**src/rtl/slc3_mem_arbiter.sv**
```systemverilog
// slc3_mem_arbiter: sequences accesses to the shared SLC-3 program/data memory
// and arbitrates them round-robin between the CPU datapath and the debug/loader port.
// Ports:
//   Clk, Reset                      clock, synchronous active-low reset
//   cpu_req/we/addr/wdata           CPU request (level, held until cpu_ack)
//   cpu_rdata, cpu_ack              registered read data, one-cycle completion pulse
//   dbg_req/we/addr/wdata           debug request (level, held until dbg_ack)
//   dbg_rdata, dbg_ack              registered read data, one-cycle completion pulse
//   mem_ce_n/oe_n/we_n              active-low memory strobes
//   mem_addr, mem_wdata, mem_rdata  memory address/data
//   busy, grant                     activity flag, current owner (00 none, 01 CPU, 10 debug)
module slc3_mem_arbiter #(
    parameter int unsigned ADDR_W      = 16,
    parameter int unsigned DATA_W      = 16,
    parameter int unsigned WAIT_CYCLES = 2
) (
    input  logic              Clk,
    input  logic              Reset,
    input  logic              cpu_req,
    input  logic              cpu_we,
    input  logic [ADDR_W-1:0] cpu_addr,
    input  logic [DATA_W-1:0] cpu_wdata,
    output logic [DATA_W-1:0] cpu_rdata,
    output logic              cpu_ack,
    input  logic              dbg_req,
    input  logic              dbg_we,
    input  logic [ADDR_W-1:0] dbg_addr,
    input  logic [DATA_W-1:0] dbg_wdata,
    output logic [DATA_W-1:0] dbg_rdata,
    output logic              dbg_ack,
    output logic              mem_ce_n,
    output logic              mem_oe_n,
    output logic              mem_we_n,
    output logic [ADDR_W-1:0] mem_addr,
    output logic [DATA_W-1:0] mem_wdata,
    input  logic [DATA_W-1:0] mem_rdata,
    output logic              busy,
    output logic [1:0]        grant
);

    localparam int unsigned CNT_W = (WAIT_CYCLES > 0) ? $clog2(WAIT_CYCLES + 1) : 1;
    localparam logic [1:0] GNT_NONE = 2'b00;
    localparam logic [1:0] GNT_CPU  = 2'b01;
    localparam logic [1:0] GNT_DBG  = 2'b10;

    typedef enum logic [1:0] {
        IDLE   = 2'd0,
        ACCESS = 2'd1,
        DONE   = 2'd2
    } state_t;

    state_t             state_q, state_d;
    logic [CNT_W-1:0]   cnt_q, cnt_d;
    logic               we_q, we_d;
    logic               last_dbg_q, last_dbg_d;
    logic [DATA_W-1:0]  cpu_rdata_d, dbg_rdata_d;
    logic               cpu_ack_d, dbg_ack_d;
    logic               mem_ce_n_d, mem_oe_n_d, mem_we_n_d;
    logic [ADDR_W-1:0]  mem_addr_d;
    logic [DATA_W-1:0]  mem_wdata_d;
    logic [1:0]         grant_d;
    logic               pick_cpu, pick_dbg;

    // Round-robin: on a tie the requester not served last wins.
    assign pick_cpu = cpu_req & (~dbg_req | last_dbg_q);
    assign pick_dbg = dbg_req & (~cpu_req | ~last_dbg_q);

    // Next-state and next-output logic; every registered output is computed here.
    always_comb begin
        state_d     = state_q;
        cnt_d       = cnt_q;
        we_d        = we_q;
        last_dbg_d  = last_dbg_q;
        cpu_rdata_d = cpu_rdata;
        dbg_rdata_d = dbg_rdata;
        cpu_ack_d   = 1'b0;
        dbg_ack_d   = 1'b0;
        mem_ce_n_d  = 1'b1;
        mem_oe_n_d  = 1'b1;
        mem_we_n_d  = 1'b1;
        mem_addr_d  = mem_addr;
        mem_wdata_d = mem_wdata;
        grant_d     = grant;

        unique case (state_q)
            IDLE: begin
                if (pick_cpu || pick_dbg) begin
                    state_d     = ACCESS;
                    cnt_d       = CNT_W'(WAIT_CYCLES);
                    we_d        = pick_cpu ? cpu_we : dbg_we;
                    mem_addr_d  = pick_cpu ? cpu_addr : dbg_addr;
                    mem_wdata_d = pick_cpu ? cpu_wdata : dbg_wdata;
                    grant_d     = pick_cpu ? GNT_CPU : GNT_DBG;
                    mem_ce_n_d  = 1'b0;
                    mem_oe_n_d  = we_d;
                    mem_we_n_d  = ~we_d;
                end
            end
            ACCESS: begin
                if (cnt_q == '0) begin
                    // Last access cycle: release strobes, capture read data, raise ack.
                    state_d = DONE;
                    if (grant == GNT_DBG) begin
                        dbg_ack_d = 1'b1;
                        if (!we_q) dbg_rdata_d = mem_rdata;
                    end else begin
                        cpu_ack_d = 1'b1;
                        if (!we_q) cpu_rdata_d = mem_rdata;
                    end
                end else begin
                    cnt_d      = cnt_q - CNT_W'(1);
                    mem_ce_n_d = 1'b0;
                    mem_oe_n_d = we_q;
                    mem_we_n_d = ~we_q;
                end
            end
            DONE: begin
                state_d    = IDLE;
                grant_d    = GNT_NONE;
                last_dbg_d = (grant == GNT_DBG);
            end
            default: begin
                state_d = IDLE;
                grant_d = GNT_NONE;
            end
        endcase
    end

    // State and output registers.
    always_ff @(posedge Clk) begin
        if (!Reset) begin
            state_q    <= IDLE;
            cnt_q      <= '0;
            we_q       <= 1'b0;
            last_dbg_q <= 1'b1;
            cpu_rdata  <= '0;
            dbg_rdata  <= '0;
            cpu_ack    <= 1'b0;
            dbg_ack    <= 1'b0;
            mem_ce_n   <= 1'b1;
            mem_oe_n   <= 1'b1;
            mem_we_n   <= 1'b1;
            mem_addr   <= '0;
            mem_wdata  <= '0;
            busy       <= 1'b0;
            grant      <= GNT_NONE;
        end else begin
            state_q    <= state_d;
            cnt_q      <= cnt_d;
            we_q       <= we_d;
            last_dbg_q <= last_dbg_d;
            cpu_rdata  <= cpu_rdata_d;
            dbg_rdata  <= dbg_rdata_d;
            cpu_ack    <= cpu_ack_d;
            dbg_ack    <= dbg_ack_d;
            mem_ce_n   <= mem_ce_n_d;
            mem_oe_n   <= mem_oe_n_d;
            mem_we_n   <= mem_we_n_d;
            mem_addr   <= mem_addr_d;
            mem_wdata  <= mem_wdata_d;
            busy       <= (state_d != IDLE);
            grant      <= grant_d;
        end
    end

endmodule

```
**config.mk**
```make
export PLATFORM = sky130hd
export DESIGN_NAME = slc3_mem_arbiter
export DESIGN_NICKNAME = d
export VERILOG_FILES = /design/src/rtl/slc3_mem_arbiter.sv
export SDC_FILE = /design/constraint.sdc
export NUM_CORES = 1
export LEC_CHECK = 0
export CORE_MARGIN = 4
export CORE_UTILIZATION = 29
export CTS_BUF_LIST = sky130_fd_sc_hd__clkbuf_4 sky130_fd_sc_hd__clkbuf_8
export DETAILED_ROUTE_END_ITERATION = 8
export HOLD_SLACK_MARGIN = 0.06
export PLACE_DENSITY = 0.62
export SLEW_MARGIN = 10
export SYNTH_ARGS = -nofsm -noshare
export SYNTH_HDL_FRONTEND = slang
export SYNTH_SLANG_ARGS = --single-unit
```
**constraint.sdc**
```tcl
create_clock -name Clk -period 2.03 [get_ports Clk]
set_clock_uncertainty 0.05 [all_clocks]
set_input_delay 0.5075 -clock Clk [delete_from_list [all_inputs] [get_ports Clk]]
set_output_delay 0.5075 -clock Clk [all_outputs]
set_load 0.02 [all_outputs]
```
* Word-level counts from Yosys, hierarchy flattened *
Index checks and enable logic that the tools add are counted.

word-level totals
  register bits after elaboration = 78
  input bits = 86
  output and inout bits = 72
  word-level logic and storage cells = 66

cells by class
  add/sub/neg operators = 1
  equality and inequality tests = 5
  muxes and demuxes = 23
  bitwise operators = 11
  reduce and logical (&&, ||, !) cells = 11

operator list
  operator                                                               number
  16-bit 2-to-1 mux                                                      2
  2-bit 2-to-1 mux                                                       6
  2-bit case mux with 2 select lines                                     3
  1-bit 2-to-1 mux                                                       9
  4-bit AND reduction                                                    2
  1-bit inverter                                                         7
  1-bit case mux with 2 select lines                                     3
  3-bit AND reduction                                                    2
  2-bit equality test, second input constant                             2
  2-bit logical NOT                                                      2
  2-bit != test, second input constant                                   2
  2-bit AND reduction                                                    2
  2-bit nonzero test                                                     2
  1-bit bitwise AND                                                      2
  2-bit by 1-bit equality test with 1-bit output, second input constant  1
  1-bit OR                                                               2
  2-bit by 1-bit subtractor with 2-bit output, second input constant     1
  1-bit logical OR                                                       1

* Longest topological paths before layout *
Gate-level depths: netlist of run 1.

  depth in word-level cells = 7
  mapped depth = 6
  gate-level depth less buffers = 5

* Worst setup path after synthesis of run 1 *
No wires, ideal clock.

  path kind = register -> register
  start point = reg cnt_q[0]
  end point = reg dbg_rdata[10]
  setup time = 120 ps
  data arrival time = 1,272 ps
  required time = 1,860 ps
  path slack = 588 ps
  stages on the path, launching flop included = 7
  path buffers = 1
  clock period less this slack = 1,442 ps
  cell sequence = dfxtp_1 -> inv_1 -> ha_1 -> nor3b_4 -> nand2_4 -> buf_6 -> mux2i_1

on the way
  cells in the longest elaborated chain, start to end = 2

ends and longest elaborated chain
  what                           line  source
  from (decl)                    53    logic [CNT_W-1:0] cnt_q, cnt_d;
  from (signal assigned)         149   cnt_q <= cnt_d;
  2-bit logical NOT              100   if (cnt_q == '0) begin
  4-bit AND reduction (no line)  -
  to (signal assigned)           153   dbg_rdata <= dbg_rdata_d;
  to (decl)                      29    output logic [DATA_W-1:0] dbg_rdata,

Every way passes these cells.
A chain may end at the register's enable or synchronous reset.

* Worst setup path after layout of run 1 *
  start point = reg grant[0]
  end point = out grant[0]

RTL lines
  what                    line  source
  from (decl)             38    output logic [1:0] grant
  from (signal assigned)  162   grant <= grant_d;

No word-level cell between the ends.

==> metrics.txt, run 1 <==
status finished, final reports clean; Port Buffer Count 157; Pwr Density 786 mW/mm^2; Pint 2.80 mW; crit-path cells clkdlybuf4s50_1; routed vias/inst 4.58; sequential area share after synthesis 50.2%; worst-path fanout max 4; Clk pin slew, worst setup/hold paths 0.08 ns; I/O pin cnt 158; die area 0.0125 mm^2; Layout Cells excl Fill 653; clock latency on the worst-skew pair 0.34 ns; Worst Path Buf+Inv 1; Hold WC Path Type reg2reg; Worst R2R Setup Slack 0.46 ns; Mapped Cells 362; total wire length 8990 um; Tot GR Track Use 14.3%; drt drc 0; cell total after placement 637; Max stage delay on crit path 0.63 ns; # diodes 0; Final Max Slew Viols 0; row count 37; Sequential Area 0.00156 mm^2; Slowest-stage cell, CP clkdlybuf4s50_1; f_max 520 MHz; Worst Tran Pin Value 0.412 ns; final net count 599; buffer count from post-CTS setup fixing 0; hold buffer count at CTS 0; CP Class reg2out; TNS Setup 0 ns; syn nets 449; Starting Density 30.0%; clock sink total 78; # resized after CTS 0; die height 112 um; Relative slew margins 72.5%; largest net degree at the start of global routing 33; first-pass GRT wire length 14,500 um; Comb power frac 25.6%; most frequent cells in the layout clkdlybuf4s50_1, nand2_1, dfxtp_1, o21ai_0; area of the multi-input gates 0.00140 mm^2; Fillers 1,014; TritonRoute pass-1 iters 4; initial antenna violation count 0; share of power burned in registers 44.1%; root buffer cell clkbuf_8; share of layout cells above drive strength 1 6.00%; htree depth 3; P_sw 1.16 mW; final hold violations 0; Avg Cell Area, Syn 8.60 um^2; Final ANT Viol Nets 0; VDD IR max 0.353 mV; GP Congestion 0.744; total gr overflow 0; buffer depth of the longest clock path 2; Finish-stage setup viols 0; CTS tree built; routed len/inst 13.8 um; Netlist cell types 29; required time worst endpoint 1.47 ns; total CTS buffers 9; routed via count 2,992; clock power share 30.3%; yosys synthesis warning count 0; RSZ-0062 raised after global routing false; Mapped Area 0.00311 mm^2; crit path DAT 1.37 ns; number of max-cap violations 0; Yosys reg bits 78; Core ar. 0.0104 mm^2; Starting DRT DRC Count 136; die width 112 um; delay-heaviest family, CP buffers and inverters; commonest non-fill, non-tap cell in the layout clkdlybuf4s50_1; P&R area growth vs syn 61.9%; Leak 2.12 nW; Setup crit start kind flop; crit end category output port; minimum clock period 1.92 ns; switching portion of total power 29.2%; final period utilization 94.8%; post-DP HPWL 6720 um; vias in the first global route 2,969
cells by family (layout without fill, tap and decap cells):
| kind of cell | Yosys count | in the layout | synth area share [%] |
|---|---|---|---|
| buffers and inverters | 32 | 187 | 4.95 |
| adder cells (fa/ha/maj) | 1 | 1 | 0.402 |
| multiplexers | 32 | 32 | 10.3 |
| AO/OA/AOI/OAI | 79 | 79 | 14.9 |
| AND/OR/NAND/NOR | 140 | 140 | 19.3 |
| flip-flops | 78 | 78 | 50.2 |
synthesized netlist by cell type:
master / instances / area share, %
nand2_1: 116 / 14
dfxtp_1: 78 / 50
o21ai_0: 37 / 6.0
a31oi_1: 32 / 6.4
mux2i_1: 32 / 10
clkbuf_1: 15 / 1.8
buf_2: 9 / 1.4
nand2b_1: 7 / 1.4
nor2_1: 6 / 0.72
inv_1: 5 / 0.60
buf_6: 3 / 1.1
nor3_1: 3 / 0.48
nand2_4: 2 / 0.72
o21a_1: 2 / 0.48
a211o_1: 1 / 0.28
a211oi_1: 1 / 0.24
a21boi_0: 1 / 0.24
a21oi_1: 1 / 0.16
a2bb2oi_1: 1 / 0.28
a311oi_1: 1 / 0.28
and2_1: 1 / 0.20
and3_1: 1 / 0.20
ha_1: 1 / 0.40
nand2b_4: 1 / 0.44
nand4b_1: 1 / 0.28
nor2b_1: 1 / 0.20
nor3b_4: 1 / 0.60
o211ai_1: 1 / 0.24
o311a_1: 1 / 0.32
per-layer routing:
layer / vias to the layer above / global-route usage [%] / share of wire (%)
li1: 1525 / - / -
met1: 1353 / 16.6 / 43
met2: 103 / 24.1 / 47
met3: 11 / 6.30 / 8.6
met4: 0 / 3.57 / 1.3
met5: - / 0 / 0
per-stage QoR:
| stage | worst slack, ns | utilization, % | hold slack, ns | instance area, um^2 | power (mW) |
|---|---|---|---|---|---|
| after floorplan | 0.588 | - | 0.417 | 3110 | 2.28 |
| after global placement | 0.0849 | 46.6 | 0.395 | 4830 | 2.80 |
| after detailed placement | 0.0467 | 46.6 | 0.401 | 4830 | 2.81 |
| after CTS | 0.0794 | 48.6 | 0.418 | 5040 | 4.02 |
| after global routing | 0.0121 | 48.6 | 0.438 | 5040 | 4.18 |
| final | 0.106 | 48.6 | 0.414 | 5040 | 3.96 |
power by group through the flow:
| stage | clock network [mW] | logic (mW) | registers (mW) |
|---|---|---|---|
| finish | 1.20 | 1.01 | 1.75 |
| global route | 1.31 | 1.10 | 1.77 |
| CTS | 1.25 | 1.03 | 1.75 |
| detailed placement | 0 | 1.02 | 1.78 |
| global placement | 0 | 1.02 | 1.78 |
| floorplan | 0 | 0.351 | 1.93 |
final timing paths:
kind                 startpoint       endpoint  depth (start not counted)
setup reg to reg       cnt_q[0]   dbg_rdata[3]                          5
hold reg to reg   dbg_rdata[10]  dbg_rdata[10]                          2
hold / removal    dbg_rdata[10]  dbg_rdata[10]                          2
setup / recovery       grant[0]       grant[0]                          1
flip-flops by register name (all words and copies together) (netlist names):
register    flops
busy            1
mem_oe_n        1
mem_we_n        1
grant           2
dbg_ack         1
mem_addr       16
mem_wdata      16
state_q         2
cpu_ack         1
we_q            1
last_dbg_q      1
cpu_rdata      16
cnt_q           2
dbg_rdata      16
mem_ce_n        1
layout make-up:
cell class | instances | share of cell area [%]
Multi-Input combinational cell | 252 | 27.7
Tap cell | 136 | 3.38
Sequential cell | 78 | 31.0
Inverter | 5 | 0.372
Clock inverter | 6 | 1.37
Clock buffer | 10 | 2.73
Timing Repair Buffer | 166 | 33.4
(Power assumes the default switching activity.)
==> inputs of run 2 (changes only) <==
--- a/config.mk
+++ b/config.mk
@@ -5,6 +5,7 @@
 export SDC_FILE = /design/constraint.sdc
 export NUM_CORES = 1
 export LEC_CHECK = 0
+export ABC_CLOCK_PERIOD_IN_PS = 2029
 export CORE_MARGIN = 4
 export CORE_UTILIZATION = 29
 export CTS_BUF_LIST = sky130_fd_sc_hd__clkbuf_4 sky130_fd_sc_hd__clkbuf_8
==> results of run 2 <==
No change in the layout: final DEF, timing and power equal those of run 1.
==> inputs of run 3 (changes only) <==
--- a/config.mk
+++ b/config.mk
@@ -5,13 +5,15 @@
 export SDC_FILE = /design/constraint.sdc
 export NUM_CORES = 1
 export LEC_CHECK = 0
+export ABC_AREA = 1
 export ABC_CLOCK_PERIOD_IN_PS = 2029
 export CORE_MARGIN = 4
 export CORE_UTILIZATION = 29
 export CTS_BUF_LIST = sky130_fd_sc_hd__clkbuf_4 sky130_fd_sc_hd__clkbuf_8
+export CTS_CLUSTER_DIAMETER = 80
 export DETAILED_ROUTE_END_ITERATION = 8
 export HOLD_SLACK_MARGIN = 0.06
-export PLACE_DENSITY = 0.62
+export PLACE_DENSITY = 0.6
 export SLEW_MARGIN = 10
 export SYNTH_ARGS = -nofsm -noshare
 export SYNTH_HDL_FRONTEND = slang
==> metrics.txt, run 3 <==
P&R area growth vs syn 55.7% (was 61.9%); Final ANT Viol Nets 0 (unchanged); Synth top area share 44.6% (was 50.2%); clock sink total 78 (unchanged); CP Class reg2out (unchanged); hold buffer count at CTS 0 (unchanged); Top FF cell, synth dfxtp_1 (unchanged); share of layout cells above drive strength 1 5.13% (was 6.00%); Clk pin slew, worst setup/hold paths 0.08 ns (about the same); buffer depth of the longest clock path 2 (unchanged); Worst Tran Pin Value 0.379 ns (was 0.412 ns); reg-to-reg startpoint cnt_q[0] (unchanged); number of synthesized flops with an enable pin 0 (unchanged); clock power share 29.2% (was 30.3%); largest net degree at the start of global routing 48 (was 33); Async S/R FF share, synth 0% (unchanged); crit end category output port (unchanged); minimum clock period 1.93 ns (was 1.92 ns); root buffer cell clkbuf_8 (unchanged); f_max 518 MHz (was 520 MHz); Finish-stage setup viols 0 (unchanged); TritonRoute pass-1 iters 4 (unchanged); Pint 3.10 mW (was 2.80 mW); number of max-cap violations 0 (unchanged); worst-path fanout max 4 (unchanged); yosys synthesis warning count 0 (unchanged); Starting Density 30.2% (was 30.0%); routed vias/inst 4.22 (was 4.58); VDD IR max 0.312 mV (was 0.353 mV); clock latency on the worst-skew pair 0.34 ns (about the same); Port Buffer Count 157 (unchanged); required time worst endpoint 1.47 ns (about the same); area leader, netlist dfxtp_1 (unchanged); syn nets 650 (was 449); Final Max Slew Viols 0 (unchanged); TNS Setup 0 ns (unchanged); total wire length 9850 um (was 8990 um); Relative slew margins 74.8% (was 72.5%); Comb power frac 30.7% (was 25.6%); switching portion of total power 31.1% (was 29.2%); worst slack at placement 0.00105 ns (was 0.0467 ns); Hold Crit Start dbg_rdata[1] (was dbg_rdata[10]); count leader, synth nand2_1 (unchanged); Netlist cell types 22 (was 29); # diodes 0 (unchanged); crit path DAT 1.37 ns (about the same); Max stage delay on crit path 0.63 ns (about the same); Commonest cells post-synth nand2_1, nor2_1, dfxtp_1 (was nand2_1, dfxtp_1, o21ai_0); I/O pin cnt 158 (unchanged); total CTS buffers 9 (unchanged); die width 118 um (was 112 um); total gr overflow 0 (unchanged); Fillers 1,207 (was 1,014); r2r endpoint cpu_rdata[3] (was dbg_rdata[3]); Reg2Reg Depth 8 (was 5); die height 118 um (was 112 um); Mapped Area 0.00350 mm^2 (was 0.00311 mm^2); Leak 2.55 nW (was 2.12 nW); share of power burned in registers 40.0% (was 44.1%); vias in the first global route 3,657 (was 2,969); Tot GR Track Use 14.8% (was 14.3%); Starting DRT DRC Count 182 (was 136); CTS tree built (unchanged); Setup crit start kind flop (unchanged); routed via count 3,646 (was 2,992); Slowest-stage cell, CP clkdlybuf4s50_1 (unchanged); Worst Hold Path Cells 2 (unchanged); initial antenna violation count 0 (unchanged); # resized after CTS 0 (unchanged); worst setup margin 0.0991 ns (was 0.106 ns); Core ar. 0.0116 mm^2 (was 0.0104 mm^2); GP Congestion 0.821 (was 0.744); drt drc 0 (unchanged); post-DP HPWL 7540 um (was 6720 um); routed len/inst 11.4 um (was 13.8 um); RSZ-0062 raised after global routing false (unchanged); status finished, final reports clean (unchanged); Pwr Density 826 mW/mm^2 (was 786 mW/mm^2); Hold WC Path Type reg2reg (unchanged); first-pass GRT wire length 17,100 um (was 14,500 um); final period utilization 95.1% (was 94.8%); final hold violations 0 (unchanged); Hold EP dbg_rdata[1] (was dbg_rdata[10]); htree depth 3 (unchanged); die area 0.0139 mm^2 (was 0.0125 mm^2); hold_ws 0.435 ns (was 0.414 ns); Worst R2R Setup Slack 0.41 ns (was 0.46 ns); delay-heaviest family, CP buffers and inverters (unchanged); most frequent cells in the layout nand2_1, clkdlybuf4s50_1, nor2_1, dfxtp_1, inv_1 (was clkdlybuf4s50_1, nand2_1, dfxtp_1, o21ai_0); Avg Cell Area, Syn 6.22 um^2 (was 8.60 um^2); row count 39 (was 37); Mapped Cells 563 (was 362); commonest non-fill, non-tap cell in the layout nand2_1 (was clkdlybuf4s50_1); crit-path cells clkdlybuf4s50_1 (unchanged); sequential area share after synthesis 44.6% (was 50.2%); P_sw 1.40 mW (was 1.16 mW); synth top area cells dfxtp_1, nand2_1, nor2_1 (was dfxtp_1, nand2_1, mux2i_1); Yosys reg bits 78 (unchanged); final net count 803 (was 599); Worst Path Buf+Inv 1 (unchanged); buffer count from post-CTS setup fixing 0 (unchanged)
run 3: cell types whose count changed in the layout (fill, tap and decap cells not counted), sizes merged, moves of 2 or more:
cell,before,now
mux2i,32,0
o21a,2,0
nor3,3,1
nand2b,8,0
inv,7,68
nand2,118,218
a21oi,1,4
a31oi,32,1
nand3,0,9
buf,10,12
nor2,6,136
o21ai,37,19
run 3: worst max path at each step:
stage,from,end,slack [ns],cells after the start
floorplan,Reset,mem_wdata[1],0.63,5
global placement,cpu_req,mem_wdata[4],0.01,7
detailed placement,cpu_req,mem_wdata[4],0.001,7
CTS,grant[0],grant[0],0.07,1
global route,grant[0],grant[0],0.02,1
finish,grant[0],grant[0],0.1,1
run 3: power groups by stage:
stage          Clock (mW)  Combinational (mW)  Sequential (mW)
3_3_place_gp            0                1.39             1.83
2_1_floorplan           0               0.565             2.03
6_report             1.32                1.38             1.80
5_1_grt              1.44                1.54             1.83
3_5_place_dp            0                1.40             1.84
4_1_cts              1.37                1.40             1.81
run 3: cell type report:
cell class | count | area, um^2 | area share [%]
clock buffers | 11 | 145 | 2.66
flip-flops and latches | 78 | 1560 | 28.6
inverters | 68 | 255 | 4.68
repair buffers | 168 | 1690 | 30.9
clock inverters | 5 | 82.6 | 1.51
well taps | 143 | 179 | 3.28
multi-input cells | 391 | 1540 | 28.3
run 3: kinds of logic (layout without fill, tap and decap cells):
logic type | after synthesis | after routing | share of synthesized area, %
AOI/OAI and AO/OA | 25 | 25 | 3.68
DFF | 78 | 78 | 44.6
buffers and inverters | 94 | 252 | 11.4
adders and majority gates | 1 | 1 | 0.357
and+or+nand+nor | 365 | 365 | 40.0
run 3: metal layers:
| metal | part of all wire, % | track usage [%] | vias up | wire, um |
|---|---|---|---|---|
| met1 | 46 | 17.5 | 1559 | 4540 |
| li1 | - | - | 1951 | - |
| met4 | 1.3 | 5.05 | 0 | 126 |
| met5 | 0 | 0 | - | 0 |
| met3 | 9.6 | 7.21 | 10 | 944 |
| met2 | 43 | 23.3 | 126 | 4250 |
run 3: per-stage QoR:
stage / cell area [um^2] / std cells / power, mW / utilization, %
2_1_floorplan: 3500 / 563 / 2.60 / -
3_3_place_gp: 5230 / 848 / 3.23 / 45.0
3_5_place_dp: 5230 / 848 / 3.24 / 45.0
4_1_cts: 5450 / 864 / 4.58 / 47.0
5_1_grt: 5450 / 864 / 4.80 / 47.0
6_report: 5450 / 864 / 4.50 / 47.0
